--- src/rtl/riscv_machine_timer.sv ---
// RISC-V machine timer: prescaled 64-bit mtime, mtimecmp compare with registered
// timeout level, periodic auto-reload on interrupt acknowledge.
module riscv_machine_timer #(
    parameter int PRESCALE_W = 8,
    parameter int X_LEN      = 32
) (
    input  logic             clk,
    input  logic             reset,
    input  logic             enable_design,
    input  logic             irq_ack,
    input  logic             wr_en,
    input  logic [2:0]       wr_idx,
    input  logic [X_LEN-1:0] wr_data,
    input  logic [2:0]       rd_idx,
    output logic [X_LEN-1:0] rd_data,
    output logic             timer_timeout
);
    localparam int T_W = 2 * X_LEN;

    logic [T_W-1:0]        mtime;
    logic [T_W-1:0]        mtimecmp;
    logic                  ctrl_en;
    logic                  auto_reload;
    logic [PRESCALE_W-1:0] prescale;
    logic [PRESCALE_W-1:0] ps_cnt;
    logic [X_LEN-1:0]      reload_period;
    logic                  wrapped;

    logic [7:0]            wr_sel;
    logic                  count_en;
    logic                  tick;
    logic                  mtime_wr;
    logic                  wrap_evt;
    logic [T_W-1:0]        cmp_reload;

    assign wr_sel     = {7'b0, wr_en} << wr_idx;
    assign count_en   = ctrl_en & enable_design;
    assign tick       = count_en && (ps_cnt == prescale);
    assign mtime_wr   = wr_sel[0] | wr_sel[1];
    // A bus write to either mtime half wins over the increment, so no wrap either.
    assign wrap_evt   = tick && !mtime_wr && (&mtime);
    assign cmp_reload = mtimecmp + {{X_LEN{1'b0}}, reload_period};

    always_ff @(posedge clk or posedge reset) begin
        if (reset) begin
            mtime         <= '0;
            mtimecmp      <= '1;
            ctrl_en       <= 1'b0;
            auto_reload   <= 1'b0;
            prescale      <= '0;
            ps_cnt        <= '0;
            reload_period <= '0;
            wrapped       <= 1'b0;
            timer_timeout <= 1'b0;
        end else begin
            if (wr_sel[5])
                ps_cnt <= '0;
            else if (count_en)
                ps_cnt <= tick ? '0 : ps_cnt + 1'b1;

            if (mtime_wr) begin
                if (wr_sel[0]) mtime[X_LEN-1:0]   <= wr_data;
                if (wr_sel[1]) mtime[T_W-1:X_LEN] <= wr_data;
            end else if (tick) begin
                mtime <= mtime + 1'b1;
            end

            if (wr_sel[2])
                mtimecmp[X_LEN-1:0] <= wr_data;
            else if (wr_sel[3])
                mtimecmp[T_W-1:X_LEN] <= wr_data;
            else if (irq_ack && auto_reload)
                mtimecmp <= cmp_reload;

            if (wr_sel[4]) begin
                ctrl_en     <= wr_data[0];
                auto_reload <= wr_data[1];
            end
            if (wr_sel[5]) prescale      <= wr_data[PRESCALE_W-1:0];
            if (wr_sel[6]) reload_period <= wr_data;

            wrapped       <= (wrapped & ~(wr_sel[7] & wr_data[1])) | wrap_evt;
            timer_timeout <= ctrl_en && (mtime >= mtimecmp);
        end
    end

    always_comb begin
        rd_data = '0;
        case (rd_idx)
            3'd0: rd_data = mtime[X_LEN-1:0];
            3'd1: rd_data = mtime[T_W-1:X_LEN];
            3'd2: rd_data = mtimecmp[X_LEN-1:0];
            3'd3: rd_data = mtimecmp[T_W-1:X_LEN];
            3'd4: rd_data[1:0] = {auto_reload, ctrl_en};
            3'd5: rd_data[PRESCALE_W-1:0] = prescale;
            3'd6: rd_data = reload_period;
            3'd7: rd_data[1:0] = {wrapped, timer_timeout};
            default: rd_data = '0;
        endcase
    end
endmodule
--- config.mk ---
export PLATFORM = sky130hd
export DESIGN_NAME = riscv_machine_timer
export DESIGN_NICKNAME = d
export VERILOG_FILES = /design/src/rtl/riscv_machine_timer.sv
export SDC_FILE = /design/constraint.sdc
export NUM_CORES = 1
export LEC_CHECK = 0
export ABC_AREA = 1
export CAP_MARGIN = 40
export CORE_MARGIN = 2
export CORE_UTILIZATION = 45
export CTS_CLUSTER_DIAMETER = 150
export DETAILED_ROUTE_END_ITERATION = 8
export DONT_BUFFER_PORTS = 1
export PLACE_DENSITY = 0.66
export SETUP_SLACK_MARGIN = 0.1
export SLEW_MARGIN = 10
export SYNTH_ARGS = -nofsm -noshare
export SYNTH_HDL_FRONTEND = slang
export SYNTH_SLANG_ARGS = --single-unit
--- constraint.sdc ---
create_clock -name clk -period 6.4 [get_ports clk]
set_clock_uncertainty 0.2 [all_clocks]
set_input_delay 0.96 -clock clk [delete_from_list [all_inputs] [get_ports clk]]
set_output_delay 0.96 -clock clk [all_outputs]
set_load 0.005 [all_outputs]
# [Word-level counts from Yosys, hierarchy flattened]
# Cells that the tools add are included.
[word_totals] in_bits=43 regBits=180 wordCells=64
[classes] mux=14 eq_ne=11 n_reduce_logical=16 bitwise=7 magnitude_cmp=1 n_shift=1 add_sub_neg=3
[ops] op="$mux W64" n=3
[ops] op="$mux W32" n=5
[ops] op="$pmux W24 S5" n=1
[ops] op="$add A64 B1 Y64 const B" n=1
[ops] op="$add A64 B32 Y64" n=1
[ops] op="$ge A64 B64 Y1" n=1
[ops] op="$reduce_and A64 Y1" n=1
[ops] op="$pmux W6 S6" n=1
[ops] op="$mux W8" n=3
[ops] op="$pmux W2 S8" n=1
[ops] op="$eq A3 B3 Y1 const B" n=4
[ops] op="$add A8 B1 Y8 const B" n=1
[ops] op="$eq A8 B8 Y1" n=1
[ops] op="$reduce_and A2 Y1" n=4
[ops] op="$reduce_bool A2 Y1" n=4
[ops] op="$shl A1 B3 Y8" n=1
[ops] op="$eq A3 B2 Y1 const B" n=2
[ops] op="$ne A2 B2 Y1 const B" n=3
[ops] op="$logic_and A1 B1 Y1" n=5
[ops] op="$and A1 B1 Y1" n=3
[ops] op="$eq A3 B1 Y1 const B" n=1
[ops] op="$logic_not A3 Y1" n=1
[ops] op="$not A1 Y1" n=2
[ops] op="$or A1 B1 Y1" n=2
[ops] op="$logic_not A1 Y1" n=1

# [Depth between registers and ports, before layout]
[logic_depth] depth_word=6 ltp_mapped=15 mapped_depth_nobuf=15

# [Least setup slack after synthesis]
# Ideal clock, no wire load.
[synth_path] kind="input-to-output" startpoint="in rd_idx[1]" endpoint="out rd_data[26]" path_stages=8 setup_slack_ns=3.079 n_path_buf=2 required_time_ns=5.240 arrival_time_ns=2.161 cell_sequence="buf_2 inv_1 nor3_2 inv_1 clkbuf_1 o21ai_0 a21oi_1 o221ai_1"
[synth_between] elab_chain_cells=2 word_cells_on_any_way=6
[synth_rtl] element="start: declaration" line="14" rtl="input logic [2:0] rd_idx,"
[synth_rtl] element="$eq A3 B3 Y1, or another cell as far along" line="89" rtl="case (rd_idx)"
[synth_rtl] element="$pmux W24 S5 (*)" line="89"
[synth_rtl] element="end: declaration" line="15" rtl="output logic [X_LEN-1:0] rd_data,"
# Mark *: on every way between the ends. The rest lies on a longest branch, timed or not.

# [Final worst setup path]
[layout_path] startpoint="in rd_idx[1]" endpoint="out rd_data[14]"
# The elaborated chain is that of the path after synthesis.

==> results_dict.tcl <==
set metrics [dict create \
    status "finished clean" \
    hold_buffers 0 \
    cts_tree "built" \
    post-place-ws_ns 2.28 \
    ys_ff_latch 180 \
    p_leak_nw 8.72 \
    drc 0 \
    synth_top_family_by_area "simple AND/OR/NAND/NOR gates" \
    drt-pass1-iter-count 7 \
    synth_largest_area_cell "nand2_1" \
    path_class "primary input to output port" \
    ir_drop_mv 0.207 \
    relSlewSlack 0.428 \
    dp_hpwl_um 56300 \
    worst_slew_pin_slew_ns 0.851 \
    start_util 0.454 \
    antenna_found_initial 0 \
    dieHeight_um 196 \
    synthTopCellsByArea "nand2_1, dfrtp_1, dfstp_2" \
    dieArea_um2 38300 \
    overflow 0 \
    postCtsResizedCells 0 \
    postCtsSetupRepairBufs 0 \
    synthesis.area_um2 16500 \
    io_buffers 0 \
    synth_warnings 0 \
    syn_to_final_growth_pct 6.28 \
    path_clk_slew_ns 0.08 \
    cts_buffers 17 \
    yosysSeqAreaShare 0.277 \
    synthSimpleGateAreaFrac 0.345 \
    synth_xor_area_frac 0.0355 \
    antennaDiodeCount 0 \
    drt-vias-per-instance 5.88 \
    fin_setup_tns_ns 0 \
    yosysTopAreaCellShare 0.183 \
    n_fill_cell 3813 \
    drv_slew 0 \
    cp.required_ns 5.24 \
    start_kind "primary input" \
    synth_edf_count 0 \
    synth-main-ff-cell "dfrtp_1" \
    setup_viol 0 \
    grt_use_total 0.357 \
    synth_cells 2644 \
    grt_max_degree 79 \
    core_area_um2 36400 \
    grt_pass1_vias 16723 \
    slowest_stage "o21ai_0" \
    detail_route.wl_per_cell_um 22.2 \
    cp_top_family "compound AO/OA/AOI/OAI gates" \
    yosysMostFrequentCell "nand2_1" \
    synth.area.mux_share 0.00363 \
    vias 18204 \
    cp-end-kind "output port" \
    wl_um 68700 \
    post-place-cells 3062 \
    hold_class "primary input to async pin" \
    final_area_um2 17600 \
    numClockSinks 180 \
    synthTopCellsByCount "nand2_1, inv_1, nor2_1, a21oi_1, nand3_1" \
    postSynthNetCount 2786 \
    die_w_um 196 \
    routabilityCongestion 1.07 \
    rows 70 \
    synth_compound_area_frac 0.151 \
    drt_iter0_drc 1998 \
    crit_buf_inv 2 \
    finalCritPeriodShare 0.639 \
    worst_slack_ns 2.31 \
    cts_max_level 4 \
    antenna_left 0 \
    path_cells "inv_1, nor3_2, inv_1, o21ai_0" \
    synth_cell_types 51 \
    critPathMaxStageDelay_ns 0.68 \
    rsz0062_at_grt "no" \
    io_pins 76 \
    drive_gt1_frac 0.0583 \
    hold_viol_final 0 \
    final_nets 2755 \
    cp.arrival_ns 2.93 \
    grt_pass1_wl_um 101000 \
    critical_path.most_common_cell "inv_1" \
    clkLatencyLatePin_ns 0.47 \
    fin_cells 3094 \
    place_area_um2 17000 \
    fmax_mhz 245 \
    async_flop_share 1.00 \
    synthAdderAreaFrac 0.0754 \
    cts_max_path_buffers 2 \
    clock_tree.root_cell "clkbuf_16" \
    post_synth.cell_area_avg_um2 6.25 \
    p_per_area_nw_per_um2 448 \
    period_minus_slack_ns 4.09 \
    power_w 0.00787 \
    maxCapViolCount 0 \
    worstPathMaxFanout 23 \
]
[kinds of logic after synthesis]
family	count (synthesis)
xor gates and xnor gates	67
AOI/OAI and AO/OA	433
adders and majority gates	99
muxes	6
and+or+nand+nor	1380
buffers and inverters	479
DFF	180
[layout make-up]
type / count / area [um^2] / share of cell area
repair buffers: 16 / 173 / 0.00983
clock buffers: 17 / 425 / 0.0242
well taps: 468 / 586 / 0.0333
inverters: 413 / 1560 / 0.0887
multi-input cells: 1985 / 10100 / 0.575
flip-flops and latches: 180 / 4580 / 0.261
clock inverters: 15 / 135 / 0.00769
[worst paths after layout]
check	from	to	slack (ns)	cells after the start
max	rd_idx[1]	rd_data[14]	2.31	4
min in group clk	mtimecmp[19]$_DFFE_PP1P_	mtimecmp[19]$_DFFE_PP1P_	0.28	2
min	reset	ps_cnt[2]$_DFFE_PP0P_	0.21	1
max reg2reg	mtimecmp[27]$_DFFE_PP1P_	mtimecmp[60]$_DFFE_PP1P_	3.57	13
min reg2reg	mtimecmp[19]$_DFFE_PP1P_	mtimecmp[19]$_DFFE_PP1P_	0.28	2
max in group asynchronous	reset	mtimecmp[62]$_DFFE_PP1P_	4.66	3
[report_power, final]
group | switching [W] | leakage [nW] | total, W | internal (W)
Combinational | 0.00292 | 6.44 | 0.00433 | 0.00140
Clock | 0.000562 | 0.273 | 0.00108 | 0.000516
Sequential | 0.000768 | 2.01 | 0.00246 | 0.00169
Total | 0.00425 | 8.72 | 0.00787 | 0.00361
[placed cells by master, fill, tap and decap left out, types with 5 or more instances in the layout]
cell type,netlist,final
o2111ai_1,5,5
o221ai_1,13,13
inv_6,0,6
xor2_1,57,57
nor3_2,7,8
a31oi_1,34,34
dfrtp_1,116,116
o21ai_0,132,132
nand4_1,34,34
inv_8,0,5
a221oi_1,19,19
o21a_1,14,14
dfstp_2,64,64
a21oi_1,156,156
nand2_1,805,805
xnor2_1,10,10
nor3_1,59,58
a22oi_1,8,8
mux2i_1,6,6
nor2_1,293,292
o22ai_1,23,23
buf_4,4,13
clkbuf_16,0,17
inv_1,396,395
inv_2,15,15
o211ai_1,8,8
ha_1,98,98
nand3_1,155,155
[registers in the layout (all words and copies together), names as in the netlist]
signal         count
wrapped            1
auto_reload        1
reload_period     32
ps_cnt             8
mtime             64
ctrl_en            1
mtimecmp          64
prescale           8
timer_timeout      1
[metrics by stage]
stage	utilization	hold slack, ns
5_1_grt	0.482	0.252
4_1_cts	0.482	0.228
3_3_place_gp	0.465	0.264
2_1_floorplan	-	0.253
3_5_place_dp	0.467	0.276
6_report	0.482	0.210
[layer usage]
layer	vias up	wire length (um)	track usage
li1	8487	-	-
met1	8581	28200	0.476
met2	959	29700	0.552
met3	177	6780	0.0598
met4	0	4020	0.196
met5	-	0	0
Power figures use the tool's default switching activity.
